File: config.mk
export PLATFORM = sky130hd
export DESIGN_NAME = alu_pipe
export DESIGN_NICKNAME = d
export VERILOG_FILES = /design/src/rtl/alu_pipe.sv
export SDC_FILE = /design/constraint.sdc
export NUM_CORES = 1
export LEC_CHECK = 0
export CAP_MARGIN = 20
export CORE_AREA = 8 8 89 107
export CTS_CLUSTER_DIAMETER = 40
export DETAILED_ROUTE_END_ITERATION = 10
export DIE_AREA = 0 0 97 115
export PLACE_DENSITY = 0.95
export SLEW_MARGIN = 20
export SYNTH_ARGS = -nofsm -noshare
export SYNTH_HDL_FRONTEND = slang
export SYNTH_SLANG_ARGS = --single-unit
export TNS_END_PERCENT = 50
File: constraint.sdc
create_clock -name clock -period 7.1 [get_ports clock]
set_input_delay 1.065 -clock clock [delete_from_list [all_inputs] [get_ports clock]]
set_output_delay 1.065 -clock clock [all_outputs]
set_load 0.01 [all_outputs]
File: src/rtl/alu_pipe.sv
// Single-issue ALU with a registered result/flag stage and valid/ready handshakes on both sides.
// Optional iterative shift-add multiply (op 16) is built only when ALU_PIPE_MUL_EN is defined.
module alu_pipe #(
  parameter int WIDTH      = 16,
  parameter int MUL_CYCLES = WIDTH
) (
  input  logic             clock,
  input  logic             reset_n,
  input  logic             in_valid,
  output logic             in_ready,
  input  logic [4:0]       op,
  input  logic [WIDTH-1:0] a,
  input  logic [WIDTH-1:0] b,
  output logic             out_valid,
  input  logic             out_ready,
  output logic [WIDTH-1:0] result,
  output logic             cout,
  output logic             zero,
  output logic             neg,
  output logic             ovf
);
  localparam int M = WIDTH - 1;

  localparam logic [4:0] OP_ADD  = 5'd0;
  localparam logic [4:0] OP_SUB  = 5'd1;
  localparam logic [4:0] OP_INC  = 5'd2;
  localparam logic [4:0] OP_DEC  = 5'd3;
  localparam logic [4:0] OP_NEG  = 5'd4;
  localparam logic [4:0] OP_AND  = 5'd5;
  localparam logic [4:0] OP_OR   = 5'd6;
  localparam logic [4:0] OP_XOR  = 5'd7;
  localparam logic [4:0] OP_NOT  = 5'd8;
  localparam logic [4:0] OP_SHL  = 5'd9;
  localparam logic [4:0] OP_SHR  = 5'd10;
  localparam logic [4:0] OP_ROL  = 5'd11;
  localparam logic [4:0] OP_ROR  = 5'd12;
  localparam logic [4:0] OP_SLTU = 5'd13;
  localparam logic [4:0] OP_EQ   = 5'd14;
  localparam logic [4:0] OP_ADDC = 5'd15;

  if (WIDTH < 4 || WIDTH > 64 || MUL_CYCLES != WIDTH) begin : g_cfg_err
    $error("alu_pipe: WIDTH must be 4..64 and MUL_CYCLES must equal WIDTH");
  end

  logic             busy;
  logic             accept;
  logic             is_mul;
  logic             alu_load;
  logic             mul_done;
  logic             carry_reg;
  logic [WIDTH-1:0] mul_res;

  logic [WIDTH-1:0] x;
  logic [WIDTH-1:0] y;
  logic             sub;
  logic             cin;
  logic [WIDTH:0]   sum;
  logic [WIDTH-1:0] res_c;
  logic             arith_c;
  logic             known_c;
  logic             cout_c;
  logic             ovf_c;

  assign in_ready = !busy && (!out_valid || out_ready);
  assign accept   = in_valid && in_ready;
  assign alu_load = accept && !is_mul;

  // Single-cycle datapath: add/sub ops share one WIDTH+1 adder
  always_comb begin
    x       = a;
    y       = b;
    sub     = 1'b0;
    cin     = 1'b0;
    arith_c = 1'b0;
    known_c = 1'b1;
    res_c   = '0;
    case (op)
      OP_ADD:  arith_c = 1'b1;
      OP_SUB:  begin arith_c = 1'b1; sub = 1'b1; end
      OP_INC:  begin arith_c = 1'b1; y = WIDTH'(1); end
      OP_DEC:  begin arith_c = 1'b1; sub = 1'b1; y = WIDTH'(1); end
      OP_NEG:  begin arith_c = 1'b1; sub = 1'b1; x = '0; y = a; end
      OP_ADDC: begin arith_c = 1'b1; cin = carry_reg; end
      OP_AND:  res_c = a & b;
      OP_OR:   res_c = a | b;
      OP_XOR:  res_c = a ^ b;
      OP_NOT:  res_c = ~a;
      OP_SHL:  res_c = {a[M-1:0], 1'b0};
      OP_SHR:  res_c = {1'b0, a[M:1]};
      OP_ROL:  res_c = {a[M-1:0], a[M]};
      OP_ROR:  res_c = {a[0], a[M:1]};
      OP_SLTU: res_c = WIDTH'(a < b);
      OP_EQ:   res_c = WIDTH'(a == b);
      default: known_c = 1'b0;
    endcase
    sum = sub ? ({1'b0, x} - {1'b0, y})
              : ({1'b0, x} + {1'b0, y} + {{WIDTH{1'b0}}, cin});
    if (arith_c) res_c = sum[M:0];
    // For subtraction, bit WIDTH of the extended difference is the borrow
    cout_c = arith_c & sum[WIDTH];
    ovf_c  = arith_c & (((x[M] ^ y[M]) == sub) & (sum[M] ^ x[M]));
  end

  // Result/flag register stage
  always_ff @(posedge clock or negedge reset_n) begin
    if (!reset_n) begin
      out_valid <= 1'b0;
      result    <= '0;
      cout      <= 1'b0;
      zero      <= 1'b0;
      neg       <= 1'b0;
      ovf       <= 1'b0;
      carry_reg <= 1'b0;
    end else begin
      if (alu_load) begin
        out_valid <= 1'b1;
        result    <= res_c;
        cout      <= cout_c;
        zero      <= known_c && (res_c == '0);
        neg       <= res_c[M];
        ovf       <= ovf_c;
        if (arith_c) carry_reg <= cout_c;
      end else if (mul_done) begin
        out_valid <= 1'b1;
        result    <= mul_res;
        cout      <= 1'b0;
        zero      <= (mul_res == '0);
        neg       <= mul_res[M];
        ovf       <= 1'b0;
      end else if (out_ready) begin
        out_valid <= 1'b0;
      end
    end
  end

`ifdef ALU_PIPE_MUL_EN
  localparam int CW = $clog2(MUL_CYCLES + 1);
  localparam logic [4:0] OP_MUL = 5'd16;

  typedef enum logic {IDLE, MUL_RUN} state_e;
  state_e           state;
  state_e           state_nxt;
  logic [CW-1:0]    cnt;
  logic [WIDTH-1:0] mcand;
  logic [WIDTH-1:0] mplier;
  logic [WIDTH-1:0] acc;
  logic [WIDTH-1:0] acc_nxt;

  assign is_mul  = (op == OP_MUL);
  assign busy    = (state == MUL_RUN);
  assign acc_nxt = mplier[0] ? acc + mcand : acc;
  assign mul_res = acc_nxt;

  always_ff @(posedge clock or negedge reset_n) begin
    if (!reset_n) state <= IDLE;
    else          state <= state_nxt;
  end

  always_comb begin
    state_nxt = state;
    mul_done  = 1'b0;
    case (state)
      IDLE:    if (accept && is_mul) state_nxt = MUL_RUN;
      MUL_RUN: if (cnt == CW'(MUL_CYCLES - 1)) begin
        mul_done  = 1'b1;
        state_nxt = IDLE;
      end
    endcase
  end

  // The final iteration's sum goes straight into the result register
  always_ff @(posedge clock) begin
    if (accept && is_mul) begin
      mcand  <= a;
      mplier <= b;
      acc    <= '0;
      cnt    <= '0;
    end else if (busy) begin
      acc    <= acc_nxt;
      mcand  <= mcand << 1;
      mplier <= mplier >> 1;
      cnt    <= cnt + 1'b1;
    end
  end
`else
  assign is_mul   = 1'b0;
  assign busy     = 1'b0;
  assign mul_done = 1'b0;
  assign mul_res  = '0;
`endif

endmodule

==> key figures <==
Outcome
  • Run status: completed

Clock network
  • TritonCTS clock tree: built
  • CTS Buf Count: 3
  • CTS root buf: clkbuf_8
  • Clock slew seen by the registers of the worst setup and hold paths: 0.08 ns
  • Htree depth: 1
  • Clock Latency Late Sink: 0.27 ns
  • Count of hold buffers inserted by post-cts repair: 0
  • Worst-case clock buffer depth: 2
  • Post-CTS Repair Setup Buffers: 0
  • Clk sink count: 21
  • Cts repair resizes: 0

Synthesis
  • Syn nets: 728
  • Share of the yosys chip area belonging to registers: 0.112
  • Count of flip-flops with a built-in enable after synthesis: 0
  • Post-synthesis sequential element count: 21
  • Synth Area per Inst: slightly below 8 µm²
  • Primary FF master, synth: dfrtp_1
  • Cell count after synthesis: a little over 600
  • Top-area cell type share of the netlist area: 0.200
  • Post-synthesis cell type with the largest combined area: ha_1
  • Most common cell in the netlist: ha_1
  • Warnings, synthesis: 0
  • Multiplexer area fraction after synthesis: 0.0272
  • FFs w/ async S/R, synth: 1.00
  • Top area cells in the synthesized netlist: ha_1, dfrtp_1, inv_1, nand2_1, nor2_1
  • Adder-Cell Fraction of Synth Area: 0.213
  • Distinct cells, synth: 87
  • Xor and xnor fraction of the mapped netlist area: 0.0280
  • Post-synthesis share of cell area spent on and, or, nand and nor gates: 0.204
  • Largest family of logic cells by synthesized area: compound AO/OA/AOI/OAI gates
  • Most frequent cells after synthesis: ha_1, inv_1, nand2_1
  • Post-synthesis cell area: 4700 µm²
  • Compound-Gate Fraction of Synth Area: 0.312

Routing
  • Number of design rule violations left after detail routing: 0
  • Met3 WL: 1.46 mm
  • First DRT Iteration DRCs: 563
  • DRT Wirelength: 15.7 mm
  • Routed length on met2: 7.36 mm
  • Routed vias/inst: between 6 and 7
  • Vias after detailed routing: approximately 5000
  • Number of nets with antenna violations after detailed routing: 0
  • Metal-1 WL: 6.07 mm
  • Detailed-router iteration count before antenna repair: 7
  • Top sig layer: met4
  • Routed wire per std cell: 21.2 µm

Critical path
  • Type of origin of the critical path: input port
  • Crit. Startpoint: op[1]
  • Crit Path Max Fanout: 20
  • Worst reg2reg startpoint: carry_reg$_DFFE_PN0P_
  • Category of the critical setup timing path: input port to flop
  • Endpoint kind of the worst setup timing path: flop
  • Endpoint required time on the critical path: 7.25 ns
  • Data arrival time of the worst path: 6.23 ns

Floorplan
  • Core box area: 7880 µm²
  • Placement Rows: 36
  • Horizontal die dimension: 97 µm
  • Initial core utilization: 0.596
  • Number of top-level pins: 63
  • Die area: about 11000 µm²
  • Die Height: 115 µm

Power
  • Sequential Power Share: 0.239
  • Share of total power consumed by net switching: 0.446
  • Combinational share of power: 0.633
  • Power density cells: 119 nW/µm²
  • Worst ir drop on vdd: about 0.00018 V
  • Switching Power: about 0.28 mW
  • Leakage power summed over all cells: roughly 2.4 nW
  • Internal power: 0.348 mW
  • Clock group share of total power: 0.128

Min path
  • Startpoint of the worst hold path: result[10]$_DFFE_PN0P_
  • Type of the tightest min-delay check: flop to flop

Timing
  • Final hold violation count: 0
  • Slew margin rel.: 0.300
  • Tmin final: between 6 and 7 ns
  • Max-slew violation count: 0
  • Unrepaired setup endpoints after global routing: false
  • Final setup violation count: 0
  • Top achievable clock speed: 165 MHz
  • Setup_tns: 0 ns
  • Final period utilization: 0.856
  • Transition at the pin with the smallest max-transition slack: 1.05 ns
  • Clock Skew: 0.00296 ns

Global routing
  • Total overflow reported by the global router: 0
  • Wire length of the first global-routing pass: 25.6 mm
  • Via count of the first global-routing pass: 4921
  • Overall track demand over capacity in global routing: 0.275
  • Antenna violations before repair: 0
  • Pin count of the biggest net entering global routing: 29

Cells and area
  • Largest register FFs: 16
  • Area growth from synthesis to layout: 12.4%
  • Register cell area after layout: 526 µm²
  • Number of antenna cells inserted: 0
  • Number of nets in the layout: ~760
  • Layout fillers: approximately 670
  • Total non-filler cell area in the finished layout: 5280 µm²
  • Top register by number of flip-flops: result
  • Share of final-layout standard cells stronger than drive strength 1: 0.0807
  • Combined area of the multi-input logic cells: 3680 µm²

Job
  • Max Cap Viol: 0

Placement
  • I/O Buffers: a little over 60
  • Area of placed instances: roughly 5200 µm²
  • Global placer's final weighted congestion: 0.990
  • Half-perimeter wire length after placement: 12.2 mm
worst max-delay path, stage by stage:
cell and delay, ns:
clkdlybuf4s50_1 0.76, nor3_1 0.47, and2_1 0.79, a22oi_1 0.26
ha_1 0.40, or3b_2 0.50, a211oi_1 0.23, nor3_1 0.12
o311a_4 0.34, o211ai_2 0.23, a221oi_2 0.13, a221oi_2 0.36
xnor2_1 0.19, a21oi_2 0.10, a32o_1 0.27
cell families after synthesis:
group | count (synthesis)
AO/OA/AOI/OAI | 194
XOR/XNOR | 15
adder cells (fa/ha/maj) | 78
buffers and inverters | 102
flip-flops | 21
multiplexers | 12
AND/OR/NAND/NOR | 187
per-layer routing:
metal / vias to the layer above / global-route usage
met5: - / 0
met4: 0 / 0.139
met3: 76 / 0.0397
met2: 349 / 0.473
met1: 2305 / 0.327
li1: 2299 / -
final timing paths:
path / slack, ns / end / cells past startpoint
setup / recovery: 1.02 / zero$_DFFE_PN0P_ / 15
hold / removal: 0.48 / result[10]$_DFFE_PN0P_ / 2
setup reg to reg: 3.42 / zero$_DFFE_PN0P_ / 14
hold reg to reg: 0.48 / result[10]$_DFFE_PN0P_ / 2
max in group asynchronous: 5.24 / result[8]$_DFFE_PN0P_ / 1
min in group asynchronous: 1.30 / out_valid$_DFFE_PN0P_ / 1
power by group through the flow:
stage	Sequential [mW]	Combinational (mW)	Clock, mW
after detailed placement	0.152	0.386	0
after CTS	0.150	0.389	0.0804
after floorplan	0.159	0.242	0
after global routing	0.153	0.431	0.0866
final	0.150	0.398	0.0804
after global placement	0.151	0.377	0
final cells by class:
cell class	instances	share of cell area
Clock buffer	3	0.00782
Timing Repair Buffer	68	0.126
Tap cell	95	0.0225
Inverter	65	0.0462
Sequential cell	21	0.0995
Clock inverter	1	0.00142
Multi-Input combinational cell	486	0.697
cells in the final DEF, fill, tap and decap left out, types with 4 or more instances in the layout:
cell and n:
a211oi_1 5, a21oi_1 30, a221o_1 4, a221oi_1 14, a22oi_1 13, a31oi_1 10, and2_1 4, and3_2 4
buf_4 6, clkdlybuf4s50_1 62, dfrtp_1 21, ha_1 75, inv_1 65, mux2_2 6, mux2i_1 6, nand2_1 49
nand2b_1 8, nand3_1 13, nand4_1 9, nor2_1 43, nor2b_1 6, nor3_1 19, nor4_1 8, o211ai_1 9
o21a_1 4, o21ai_0 26, o21ai_1 4, o21bai_1 8, o22ai_1 12, o31ai_1 6, xnor2_1 8, xor2_1 7
through the flow:
| stage | hold WS, ns | worst slack, ns | std cells | utilization | power (mW) |
|---|---|---|---|---|---|
| final | 0.483 | 1.02 | 739 | 0.670 | 0.628 |
| after global routing | 0.511 | 0.668 | 739 | 0.670 | 0.671 |
| after CTS | 0.482 | 1.16 | 739 | 0.670 | 0.619 |
| after detailed placement | 0.463 | 0.979 | 735 | 0.664 | 0.538 |
| after global placement | 0.463 | 1.14 | 735 | 0.664 | 0.527 |
| after floorplan | 0.447 | 2.28 | 609 | - | 0.401 |
Power figures use the tool's default switching activity.
